### src/rtl/pico_tx_master.sv
// PICO write serializer: address byte + N data bytes, MSB-first, then idle gap.
// Optional start screening with `PICO_TX_ADDR_CHECK_EN.
module pico_tx_master #(
  parameter int CLK_DIV    = 2,
  parameter int GAP_CYCLES = 10
) (
  input  logic       iclk,
  input  logic       rst,
  input  logic       start,
  input  logic [7:0] addr,
  input  logic [7:0] len,
  input  logic [7:0] wdata,
  input  logic       wdata_valid,
  output logic       wdata_ready,
  output logic       sclk_out,
  output logic       sdo,
  output logic       busy,
  output logic       done,
  output logic       err
);

  localparam logic [1:0] S_IDLE = 2'd0;
  localparam logic [1:0] S_LOW  = 2'd1;
  localparam logic [1:0] S_HIGH = 2'd2;
  localparam logic [1:0] S_GAP  = 2'd3;

  localparam int CMAX = (CLK_DIV > GAP_CYCLES) ? CLK_DIV : GAP_CYCLES;
  localparam int CW   = $clog2(CMAX + 1);

  localparam logic [CW-1:0] DIV_LAST = CW'(CLK_DIV - 1);
  localparam logic [CW-1:0] GAP_LAST = CW'(GAP_CYCLES - 1);
  localparam logic [CW-1:0] GAP_PRE  = CW'(GAP_CYCLES - 2);

  logic [1:0]    state;
  logic [CW-1:0] cnt;
  logic [2:0]    bitcnt;
  logic [7:0]    shreg;
  logic [7:0]    remaining;
  logic [7:0]    buf_q;
  logic          buf_full;
  logic          aborted;
  logic          done_q;
  logic          err_q;
  logic          run;
  logic          hs;
  logic          phase_end;
  logic          reject;

`ifdef PICO_TX_ADDR_CHECK_EN
  // addr 0 means "no pointer"; wrapping past 0xFF would turn data into an address
  assign reject = (addr == 8'd0) ||
                  (({1'b0, addr} + {1'b0, len}) > 9'd256);
`else
  assign reject = 1'b0;
`endif

  assign run         = (state == S_LOW) || (state == S_HIGH);
  assign wdata_ready = run && !buf_full && (remaining != 8'd0);
  assign hs          = wdata_valid && wdata_ready;
  assign phase_end   = (cnt == DIV_LAST);

  assign sclk_out = (state == S_HIGH);
  assign sdo      = run & shreg[7];
  assign busy     = (state != S_IDLE);
  assign done     = done_q;
  assign err      = err_q;

  always_ff @(posedge iclk) begin
    if (rst) begin
      state     <= S_IDLE;
      cnt       <= '0;
      bitcnt    <= 3'd0;
      shreg     <= 8'd0;
      remaining <= 8'd0;
      buf_q     <= 8'd0;
      buf_full  <= 1'b0;
      aborted   <= 1'b0;
      done_q    <= 1'b0;
      err_q     <= 1'b0;
    end else begin
      done_q <= 1'b0;
      err_q  <= 1'b0;
      if (hs) begin
        buf_q    <= wdata;
        buf_full <= 1'b1;
      end
      case (state)
        S_IDLE: begin
          if (start) begin
            if (reject) begin
              err_q <= 1'b1;
            end else begin
              shreg     <= addr;
              remaining <= len;
              bitcnt    <= 3'd7;
              cnt       <= '0;
              aborted   <= 1'b0;
              buf_full  <= 1'b0;
              state     <= S_LOW;
            end
          end
        end
        S_LOW: begin
          if (phase_end) begin
            cnt   <= '0;
            state <= S_HIGH;
          end else begin
            cnt <= cnt + 1'b1;
          end
        end
        S_HIGH: begin
          if (!phase_end) begin
            cnt <= cnt + 1'b1;
          end else begin
            cnt <= '0;
            if (bitcnt != 3'd0) begin
              shreg  <= {shreg[6:0], 1'b0};
              bitcnt <= bitcnt - 1'b1;
              state  <= S_LOW;
            end else if (remaining == 8'd0) begin
              state <= S_GAP;
            end else if (buf_full) begin
              shreg     <= buf_q;
              buf_full  <= 1'b0;
              remaining <= remaining - 1'b1;
              bitcnt    <= 3'd7;
              state     <= S_LOW;
            end else begin
              // underrun: bytes already sent stay written, close early
              err_q    <= 1'b1;
              aborted  <= 1'b1;
              buf_full <= 1'b0;
              state    <= S_GAP;
            end
          end
        end
        S_GAP: begin
          buf_full <= 1'b0;
          if ((cnt == GAP_PRE) && !aborted)
            done_q <= 1'b1;
          if (cnt == GAP_LAST) begin
            cnt   <= '0;
            state <= S_IDLE;
          end else begin
            cnt <= cnt + 1'b1;
          end
        end
        default: state <= S_IDLE;
      endcase
    end
  end

endmodule

### config.mk
export PLATFORM = sky130hd
export DESIGN_NAME = pico_tx_master
export DESIGN_NICKNAME = d
export VERILOG_FILES = /design/src/rtl/pico_tx_master.sv
export SDC_FILE = /design/constraint.sdc
export NUM_CORES = 1
export LEC_CHECK = 0
export ABC_CLOCK_PERIOD_IN_PS = 3800
export CORE_UTILIZATION = 49
export CTS_CLUSTER_DIAMETER = 80
export DETAILED_ROUTE_END_ITERATION = 7
export PLACE_DENSITY_LB_ADDON = 0.05
export SYNTH_ARGS = -nofsm -noshare
export SYNTH_HDL_FRONTEND = slang
export SYNTH_SLANG_ARGS = --single-unit
### constraint.sdc
create_clock -name iclk -period 3.8 [get_ports iclk]
set_input_delay 0.95 -clock iclk [delete_from_list [all_inputs] [get_ports iclk]]
set_output_delay 0.95 -clock iclk [all_outputs]
set_load 0.1 [all_outputs]
==> out/qor.csv <==
stage,metric,value,unit
pwr,power.leakage,0.992,nW
clock_tree,ctsHoldBuffers,0,
clock_tree,cts_tree,yes,
run_status,status,completed,
clock_tree,cts_made_buffers,5,
floorplan,die_w,67.7,um
route,vias,1807,
pwr,seq_power_share,30.0,%
sta,period_minus_slack,2.95,ns
placed_design,portBuffers,33,
job,maxCapViolCount,0,
synthesis,synth_area_leaders,"dfxtp_1 (35%), mux2i_1 (13%), nor2_1 (7.6%)",
pwr,power_frac_comb,55.0,%
sta,hold_viol,0,
clock_tree,cts_root_buffer,clkbuf_8,
synthesis,ys_types,50,
route,drtAntennaViolNets,0,
setup_path,end_kind,output pin,
setup_path,critPathLaunch,remaining[0],
synthesis,synth.cell_area,0.00211,mm^2
setup_path,regToRegStartpoint,bitcnt[0],
route,drtIter0Drc,106,
worst_hold_path,worst_hold_startpoint,aborted,
synthesis,async_flop_share,0,%
setup_path,required,2.85,ns
setup_path,critPathArrivalTime,2.00,ns
clock_tree,post_cts_buffers,0,
pwr,vdd_drop_max,0.342,mV
sta,tightest_slew,0.973,ns
pwr,clockPowerShare,15.1,%
synthesis,synthCells,249,
setup_path,reg2reg_depth,7,
pwr,p_per_area,733,mW/mm^2
setup_path,rrSetupSlack,1.55,ns
clock_tree,clock_latency,0.29,ns
placed_design,dp_hpwl,3140,um
setup_path,cp-start-kind,flop,
floorplan,fp.coreArea,0.00406,mm^2
synthesis,yosysTopAreaCellShare,35.0,%
final_layout,drive_above_1_share,7.53,%
route,vias_per_cell,5.49,
global_routing,overflow,0,
sta,drv_slew,0,
sta,finalSetupTns,0,ns
global_routing,grt_max_degree,39,
synthesis,avgSynthCellArea,8.49,um^2
synthesis,synth_edf_count,0,
clock_tree,clk_path_buf_depth,2,
synthesis,synth_flop_cell,dfxtp_1,
worst_hold_path,hold_path_class,flop to flop,
synthesis,ys_seq_area_share,35.0,%
global_routing,grt_pass1_vias,1613,
synthesis,yosys_warnings,0,
sta,setup_ws,0.854,ns
sta,period_share,77.5,%
clock_tree,clk_pin_slew_worst_paths,0.08,ns
route,wl_per_cell,13.7,um
floorplan,die_area,0.00458,mm^2
sta,fmax,339,MHz
sta,relSlewSlack,34.9,%
synthesis,netlist.top_cell.by_area,dfxtp_1,
clock_tree,cts_max_level,2,
global_routing,grt_use_total,21.6,%
clock_tree,cts_resized,0,
route,wl,4510,um
floorplan,fp-row-count,23,
setup_path,path_max_fanout,4,
global_routing,antenna_found_initial,0,
global_routing,grt_pass1_wl,7310,um
placed_design,place_ws,1.08,ns
placed_design,place_congestion,0.803,
synthesis,yosys_register_bits,37,
route,firstDrtPassIters,4,
sta,finClkSkew,0.0115,ns
floorplan,initial_core_util,52.1,%
final_layout,areaGrowthSynthToFinish,20.4,%
floorplan,die_h,67.7,um
final_layout,n_antenna_cell,0,
sta,rsz0062_at_grt,false,
setup_path,criticalPathCategory,flop to output pin,
route,drc,0,
pwr,p_sw,0.000853,W
floorplan,io_pins,34,
pwr,p_int,0.00101,W
clock_tree,clock_sinks,37,
final_layout,nets,319,
synthesis,syn_nets,289,
pwr,p_sw_share,45.7,%
worst_hold_path,holdPathStages,1,
sta,setup_violations,0,
-- cells in the final DEF, fill, tap and decap left out, drive strengths merged, types with 3 or more instances in the layout --
master / count
a211oi: 3
a21oi: 14
a311oi: 3
a31oi: 3
buf: 9
clkbuf: 7
clkdlybuf4s50: 29
dfxtp: 37
ha: 12
inv: 12
mux2i: 27
nand2: 15
nand3: 4
nand4: 3
nor2: 43
nor2b: 3
nor3: 4
nor3b: 3
o21ai: 10
or3: 3
-- path summary, 6_finish.rpt --
check | endpoint
setup / recovery | wdata_ready
hold / removal | done
setup reg to reg | remaining[1]
hold reg to reg | done
-- worst max-delay path: stages (launching register included) --
cell	delay, ns
dfxtp_1	0.33
inv_1	0.09
ha_1	0.17
or4b_4	0.49
o21ba_2	0.23
and2_1	0.16
buf_4	0.23
-- power by group through the flow --
stage / clock network, W / registers [W] / logic (W)
global placement: 0 / 0.000565 / 0.00101
CTS: 0.000288 / 0.000558 / 0.00103
floorplan: 0 / 0.000547 / 0.000838
finish: 0.000281 / 0.000559 / 0.00103
detailed placement: 0 / 0.000566 / 0.00102
global route: 0.000307 / 0.000574 / 0.00112
-- state kept, by name (all words and copies together), names as in the netlist --
register	count
remaining	8
done	1
bitcnt	3
err	1
aborted	1
state	2
buf_q	8
buf_full	1
cnt	4
shreg	8
-- area by class of cell --
type	count	area [um^2]
clock buffer	7	86.3
fill	374	1510
inverter	12	45.0
multi-input combinational	185	1250
sequential	37	741
tap	50	62.6
timing repair buffer	38	358
-- stage by stage --
stage	utilization, %	hold WS, ns	area, um^2	instances	total power (W)
floorplan	-	0.396	2110	249	0.00138
global placement	60.6	0.421	2460	322	0.00158
detailed placement	60.6	0.418	2460	322	0.00158
CTS	62.7	0.442	2540	329	0.00187
global route	62.7	0.446	2540	329	0.00200
finish	62.7	0.445	2540	329	0.00187
-- Yosys cell counts (2+ instances only) --
cell type / instances
a211o_1: 2
a211oi_1: 2
a21oi_1: 14
a22oi_1: 2
a311oi_1: 3
a31oi_1: 2
a32oi_1: 2
and2_1: 2
and3_1: 2
buf_2: 4
buf_6: 2
clkbuf_1: 8
dfxtp_1: 37
ha_1: 12
inv_1: 12
mux2i_1: 27
nand2_1: 15
nand2b_1: 2
nand3_1: 4
nand3b_1: 2
nand4_1: 3
nor2_1: 43
nor2b_1: 3
nor3_1: 4
nor3b_1: 3
nor4_1: 2
o21ai_0: 8
o221ai_1: 2
or3_1: 3
or4_1: 2
-- kinds of logic after synthesis --
kind of cell	count (synthesis)	share of synthesized area [%]
compound gates	52	17.6
fa+ha+maj	12	7.10
buf+inv	27	5.74
flops	37	35.0
mux	27	12.8
simple gates	94	21.7
-- per-layer routing --
layer / track usage, % / share of wire (%)
met1: 28.6 / 51
met2: 33.4 / 44
met5: 0 / 0
met4: 10.4 / 1.7
met3: 4.05 / 3.9
Note: power is estimated with default switching activity, not from simulation.
